`src/rtl/vector_mem_sequencer.sv`:
```
// vector_mem_sequencer
// Accepts one vector load/store, issues one single-element data cache access
// per active element (unit-stride or strided), and returns the packed load
// result together with a one-cycle completion pulse.
// Optional feature macro: VECTOR_MASK_EN (adds req_mask; masked-off elements
// are skipped and their result slots stay zero).

`ifndef ONE_BYTE
`define ONE_BYTE 3'd0
`endif
`ifndef TWO_BYTE
`define TWO_BYTE 3'd1
`endif
`ifndef FOUR_BYTE
`define FOUR_BYTE 3'd2
`endif
`ifndef EIGHT_BYTE
`define EIGHT_BYTE 3'd3
`endif
`ifndef D_CACHE_NOP
`define D_CACHE_NOP 2'd0
`endif
`ifndef D_CACHE_LOAD
`define D_CACHE_LOAD 2'd1
`endif
`ifndef D_CACHE_STORE
`define D_CACHE_STORE 2'd2
`endif
`ifndef D_CACHE_RESTING
`define D_CACHE_RESTING 2'd0
`endif
`ifndef L_S_FINISHED
`define L_S_FINISHED 2'd1
`endif
`ifndef D_CACHE_STALL
`define D_CACHE_STALL 2'd2
`endif

// state   | meaning
// S_IDLE  | req_ready high, waiting for a request
// S_ISSUE | waiting for the cache to rest, then launch element idx
// S_WAIT  | element idx in flight; first cycle is the cache acceptance slot
// S_DONE  | pulse done_valid, reopen req_ready
module vector_mem_sequencer #(
  parameter int ADDR_WIDTH       = 17,
  parameter int LEN              = 32,
  parameter int VECTOR_SIZE      = 8,
  parameter int ENTRY_INDEX_SIZE = 3
) (
  input  logic                          clk,
  input  logic                          rst_n,
  input  logic                          req_valid,
  output logic                          req_ready,
  input  logic                          req_is_store,
  input  logic [ADDR_WIDTH-1:0]         req_base_addr,
  input  logic [LEN-1:0]                req_stride,
  input  logic [2:0]                    req_vsew,
  input  logic [ENTRY_INDEX_SIZE:0]     req_vl,
  input  logic [VECTOR_SIZE*LEN-1:0]    req_store_data,
`ifdef VECTOR_MASK_EN
  input  logic [VECTOR_SIZE-1:0]        req_mask,
`endif
  output logic                          done_valid,
  output logic [VECTOR_SIZE*LEN-1:0]    done_data,
  output logic                          done_error,
  output logic [ADDR_WIDTH-1:0]         data_addr,
  output logic [2:0]                    data_type,
  output logic [LEN-1:0]                cache_written_data,
  output logic [1:0]                    cache_vis_signal,
  output logic [ENTRY_INDEX_SIZE:0]     length,
  input  logic [1:0]                    d_cache_vis_status,
  input  logic [LEN-1:0]                data
);

  typedef enum logic [1:0] {S_IDLE, S_ISSUE, S_WAIT, S_DONE} state_t;

  localparam logic [ENTRY_INDEX_SIZE:0] VL_MAX = (ENTRY_INDEX_SIZE+1)'(VECTOR_SIZE);

  state_t                       state;
  logic                         is_store;
  logic [ADDR_WIDTH-1:0]        addr_cur;
  logic [ADDR_WIDTH-1:0]        stride;
  logic [ENTRY_INDEX_SIZE:0]    vl;
  logic [ENTRY_INDEX_SIZE:0]    idx;
  logic [VECTOR_SIZE*LEN-1:0]   store_data;
  logic                         wait_first;
`ifdef VECTOR_MASK_EN
  logic [VECTOR_SIZE-1:0]       mask;
`endif

  logic [ENTRY_INDEX_SIZE:0]    req_vl_clamped;
  logic                         req_vsew_ok;
  logic [VECTOR_SIZE-1:0]       req_active;
  logic                         req_any_active;
  logic [ENTRY_INDEX_SIZE-1:0]  slot;
  logic [ENTRY_INDEX_SIZE:0]    idx_next;
  logic                         last_elem;
  logic [LEN-1:0]               width_mask;
  logic [LEN-1:0]               load_elem;
  logic [LEN-1:0]               cur_store_elem;
  logic                         unused_stride_hi;

  // Only the low address bits of the stride matter: the address wraps anyway.
  assign unused_stride_hi = ^req_stride[LEN-1:ADDR_WIDTH];

  // Every cache access is a single element.
  assign length = (ENTRY_INDEX_SIZE+1)'(1);

  // Request qualification and per-element datapath helpers.
  always_comb begin
    req_vl_clamped = (req_vl > VL_MAX) ? VL_MAX : req_vl;
    req_vsew_ok    = (req_vsew == `ONE_BYTE) || (req_vsew == `TWO_BYTE) ||
                     (req_vsew == `FOUR_BYTE);
    req_active     = '0;
    for (int i = 0; i < VECTOR_SIZE; i++) begin
      req_active[i] = ((ENTRY_INDEX_SIZE+1)'(i) < req_vl_clamped);
    end
`ifdef VECTOR_MASK_EN
    req_active     = req_active & req_mask;
`endif
    req_any_active = |req_active;

    slot      = idx[ENTRY_INDEX_SIZE-1:0];
    idx_next  = idx + (ENTRY_INDEX_SIZE+1)'(1);
    last_elem = (idx_next == vl);

    case (data_type)
      `ONE_BYTE: width_mask = LEN'(8'hFF);
      `TWO_BYTE: width_mask = LEN'(16'hFFFF);
      default:   width_mask = '1;
    endcase
    load_elem      = data & width_mask;
    cur_store_elem = store_data[slot*LEN +: LEN];
  end

  // Sequencer FSM with registered cache-side and pipeline-side outputs.
  always_ff @(posedge clk or negedge rst_n) begin
    if (!rst_n) begin
      state              <= S_IDLE;
      req_ready          <= 1'b1;
      done_valid         <= 1'b0;
      done_data          <= '0;
      done_error         <= 1'b0;
      cache_vis_signal   <= `D_CACHE_NOP;
      data_addr          <= '0;
      data_type          <= `ONE_BYTE;
      cache_written_data <= '0;
      is_store           <= 1'b0;
      addr_cur           <= '0;
      stride             <= '0;
      vl                 <= '0;
      idx                <= '0;
      store_data         <= '0;
      wait_first         <= 1'b0;
`ifdef VECTOR_MASK_EN
      mask               <= '0;
`endif
    end else begin
      done_valid <= 1'b0;
      case (state)
        S_IDLE: begin
          if (req_valid) begin
            is_store   <= req_is_store;
            addr_cur   <= req_base_addr;
            stride     <= req_stride[ADDR_WIDTH-1:0];
            data_type  <= req_vsew;
            vl         <= req_vl_clamped;
            store_data <= req_store_data;
`ifdef VECTOR_MASK_EN
            mask       <= req_mask;
`endif
            idx        <= '0;
            done_data  <= '0;
            done_error <= !req_vsew_ok;
            req_ready  <= 1'b0;
            // Nothing to access (empty, fully masked or bad width): finish now.
            state      <= (req_vsew_ok && req_any_active) ? S_ISSUE : S_DONE;
          end
        end

        S_ISSUE: begin
`ifdef VECTOR_MASK_EN
          if (!mask[slot]) begin
            idx      <= idx_next;
            addr_cur <= addr_cur + stride;
            state    <= last_elem ? S_DONE : S_ISSUE;
          end else
`endif
          if (d_cache_vis_status == `D_CACHE_RESTING) begin
            cache_vis_signal   <= is_store ? `D_CACHE_STORE : `D_CACHE_LOAD;
            data_addr          <= addr_cur;
            cache_written_data <= cur_store_elem;
            wait_first         <= 1'b1;
            state              <= S_WAIT;
          end
        end

        S_WAIT: begin
          if (wait_first) begin
            // Cache is sampling the request this cycle; its status is stale.
            cache_vis_signal <= `D_CACHE_NOP;
            wait_first       <= 1'b0;
          end else if (d_cache_vis_status == `L_S_FINISHED) begin
            if (!is_store) begin
              done_data[slot*LEN +: LEN] <= load_elem;
            end
            idx      <= idx_next;
            addr_cur <= addr_cur + stride;
            state    <= last_elem ? S_DONE : S_ISSUE;
          end
        end

        S_DONE: begin
          done_valid <= 1'b1;
          req_ready  <= 1'b1;
          state      <= S_IDLE;
        end

        default: state <= S_IDLE;
      endcase
    end
  end

endmodule

```
`config.mk`:
```
export PLATFORM = sky130hd
export DESIGN_NAME = vector_mem_sequencer
export DESIGN_NICKNAME = d
export VERILOG_FILES = /design/src/rtl/vector_mem_sequencer.sv
export SDC_FILE = /design/constraint.sdc
export NUM_CORES = 1
export LEC_CHECK = 0
export ABC_AREA = 0
export BUFFER_PORTS_ARGS = -buffer_cell sky130_fd_sc_hd__buf_2
export CORE_AREA = 4 4 261 263
export DETAILED_ROUTE_END_ITERATION = 6
export DIE_AREA = 0 0 265 267
export HOLD_SLACK_MARGIN = 0.1
export PLACE_DENSITY_LB_ADDON = 0.08
export SYNTH_ARGS = -nofsm -noshare
export SYNTH_HDL_FRONTEND = slang
export SYNTH_SLANG_ARGS = --single-unit
```
`constraint.sdc`:
```
create_clock -name clk -period 8.3 [get_ports clk]
set_input_delay 0 -clock clk [delete_from_list [all_inputs] [get_ports clk]]
set_output_delay 0 -clock clk [all_outputs]
set_load 0.1 [all_outputs]
```
==> flow_metrics.tcl <==
set metrics [dict create \
    clock_tree.htree_level_count 3 \
    post-cts-setup-buffers 0 \
    syn_inst 2620 \
    grt.total_usage 0.260 \
    final-max-slew-violation-count 0 \
    die_width_um 265 \
    leakage_uw 0.0183 \
    routed-via-count 22900 \
    layout_min_cycle_time_ns 4.30 \
    clock_tree_from_tritoncts "built" \
    slowest_stage "nand3_1" \
    crit_chain "inv_1 -> ha_1 -> ha_1 -> nor3_1 -> nand3_1 -> o21ai_0" \
    cts-resized-gates 0 \
    cts.root.buffer_cell "clkbuf_16" \
    synth.most_common_cell "nand2_1" \
    combinational_share_of_power 0.408 \
    io_buffers 647 \
    highest_utilization_routing_layer_at_the_global_route_stage "met2" \
    num_rows 94 \
    timing.critical_path.required_ns 8.77 \
    maxClockFrequency_mhz 232 \
    post-synth-top-area-fraction 0.598 \
    synth-edff-count 0 \
    final_setup_violating_endpoints 0 \
    ys_ff_latch 615 \
    drt-pass1-iter-count 5 \
    cpMostUsedCell "ha_1" \
    timing.critical_path.arrival_ns 4.78 \
    groute.layer.met2.usage 0.449 \
    setup.worst_path.class "register to register" \
    detail-route-antenna-nets 0 \
    synth-seq-area-share 0.599 \
    grt_pass1_wl_um 143000 \
    cts-buffers-inserted 69 \
    clkSlewWorstSetupHoldPaths_ns 0.06 \
    final_net_count 3951 \
    postLayoutCoreUtil 0.544 \
    syn_area_um2 25700 \
    syn2layout_area_growth_pct 38.9 \
    synth_largest_area_cell "dfrtp_1" \
    tightest_slew_ns 1.25 \
    timing_hold_violations_final 0 \
    cp-start-kind "register" \
    period_share 0.519 \
    grtUsageMet1 0.321 \
    synth_ff_type "dfrtp_1" \
    internal_power_uw 7180 \
    pin_count 667 \
    final_routed_wirelength_um 94000 \
    layout-drive-gt1-share 0.242 \
    syn_avg_cell_area_um2 9.80 \
    clkSinkCount 615 \
    net-switching-power_uw 5440 \
    synth_area_leaders "dfrtp_1 (60%), nand2_1 (17%), mux4_2 (5.6%), o21ai_0 (4.4%), a22o_1 (1.9%)" \
    antenna_found_initial 10 \
    avgRoutedWirePerCell_um 20.9 \
    slew-limit-headroom 0.161 \
    power.share.sequential 0.353 \
    drc_errors 0 \
    p_per_area_nw_per_um2 354 \
    clock_power_share 0.239 \
    overall_power_of_the_completed_layout_uw 12600 \
    hpwl_um 64000 \
    drt_iter0_drc 1806 \
    reg2reg_setup_slack_ns 4.00 \
    ir_worst_vdd_uv 222 \
    synthesis.yosys.warnings 0 \
    finClkSkew_ns 0.0263 \
    switching_fraction_of_total_power 0.431 \
    synth-async-reset-ratio 1.00 \
    fp.dieArea_um2 70800 \
    worst_setup_path_end_kind "register" \
    initial_utilization 0.391 \
    detail_route.vias_per_cell 5.08 \
    gp_routability_congestion 0.856 \
    critPathMaxFanout 40 \
    met3_track_demand_over_resource_in_global_routing 0.0532 \
    fp.dieH_um 267 \
    min_path_type "input pin to register" \
    vias_in_the_first_global_route 23900 \
    fin_tns_setup_ns 0 \
    result_of_the_run "complete, no violations" \
    synth_common_cells "nand2_1 (1,180), dfrtp_1 (614), o21ai_0 (226)" \
    grt.overflow.total 0 \
    max_capacitance_violation_total 0 \
    slowest_delay_ns 1.11 \
    clk-insertion-delay-late_ns 0.61 \
    placeableCoreArea_um2 65600 \
    grt_start_max_net_pins 209 \
    hold-worst-slack_ns 0.130 \
    clock_path_buffers 3 \
    setup_repair_after_global_routing_missed_its_margin "no" \
    post_synth_num_cell_types 55 \
]
what timing repair did:
action,in CTS,in global routing
endpoints found under the hold margin,655,0
setup endpoints to repair,0,0
hold buffers,384,0
placed cells by master (no fill, tap or decap), drive strengths merged, types with 3 or more instances in the layout:
cell,instances
xnor2,12
and3,12
a211o,3
or3,4
mux2i,3
a211oi,10
a21o,14
a21oi,29
mux2,17
nor2,58
nand2,1180
mux4,64
dlygate4sd3,383
clkbuf,99
o22ai,4
nand4,4
o21a,4
a31oi,35
clkinv,16
dfrtp,614
xor2,4
bufinv,4
nand3b,3
inv,15
nor3b,3
nor3,8
a22o,57
ha,22
o21ai,228
conb,4
nand3,13
buf,671
diode,8
nor2b,8
worst max-delay path: cells and delay by family (launching register included):
family          cells  cell delay (ns)
flops               1             0.94
fa+ha+maj           2             0.61
compound gates      1             0.54
buf+inv             1             0.27
simple gates        2             1.82
kinds of logic (layout without fill, tap and decap cells):
family          Yosys count  in the layout  share of synthesized area
simple gates           1305           1305                      0.198
buf+inv                 180           1190                     0.0281
mux                      84             84                     0.0647
flops                   615            615                      0.599
other cells               2             12                   0.000292
fa+ha+maj                23             23                     0.0115
compound gates          395            395                     0.0926
xor+xnor                 16             16                    0.00546
through the flow:
stage                     cells  instance area (µm²)  setup slack [ns]
after floorplan            2622                25700              5.45
after global placement     3987                29600              4.06
after detailed placement   3987                29600              3.91
after CTS                  4496                35700              3.89
after global routing       4499                35700              3.54
final                      4504                35700              4.00
registers in the layout, indices dropped and copies added (netlist names):
name	flops
is_store	1
store_data	256
state	2
done_valid	1
addr_cur	17
stride	17
cache_written_data	32
done_data	256
data_type	3
data_addr	17
cache_vis_signal	2
done_error	1
req_ready	1
vl	4
idx	4
wait_first	1
routing by layer:
metal  up-vias  share of wire
met5         -        0.00046
li1      10600              -
met4         8          0.045
met2       810           0.50
met1     11300           0.39
met3       225          0.063
worst paths after layout:
path,endpoint,depth (start not counted),from
max,done_data[202],6,idx[0]
min,store_data[144],4,req_store_data[144]
max reg2reg,done_data[202],6,idx[0]
min reg2reg,store_data[200],2,store_data[200]
max in group asynchronous,store_data[123],5,rst_n
min in group asynchronous,req_ready,3,rst_n
layout make-up:
cell class / count / area (µm²)
fillers: 5915 / 30000
flip-flops and latches: 615 / 15400
multi-input cells: 1827 / 9610
repair buffers: 1054 / 7320
clock buffers: 99 / 1930
well taps: 864 / 1080
clock inverters: 26 / 272
inverters: 11 / 41.3
diodes: 8 / 20.0
power groups by stage:
stage / Combinational [µW] / Clock (µW) / Sequential [µW]
2_1_floorplan: 2480 / 0 / 5580
3_3_place_gp: 4940 / 0 / 4460
3_5_place_dp: 5000 / 0 / 4510
4_1_cts: 5200 / 3070 / 4460
5_1_grt: 5580 / 3190 / 4570
6_report: 5150 / 3010 / 4460
(Power assumes the default switching activity.)
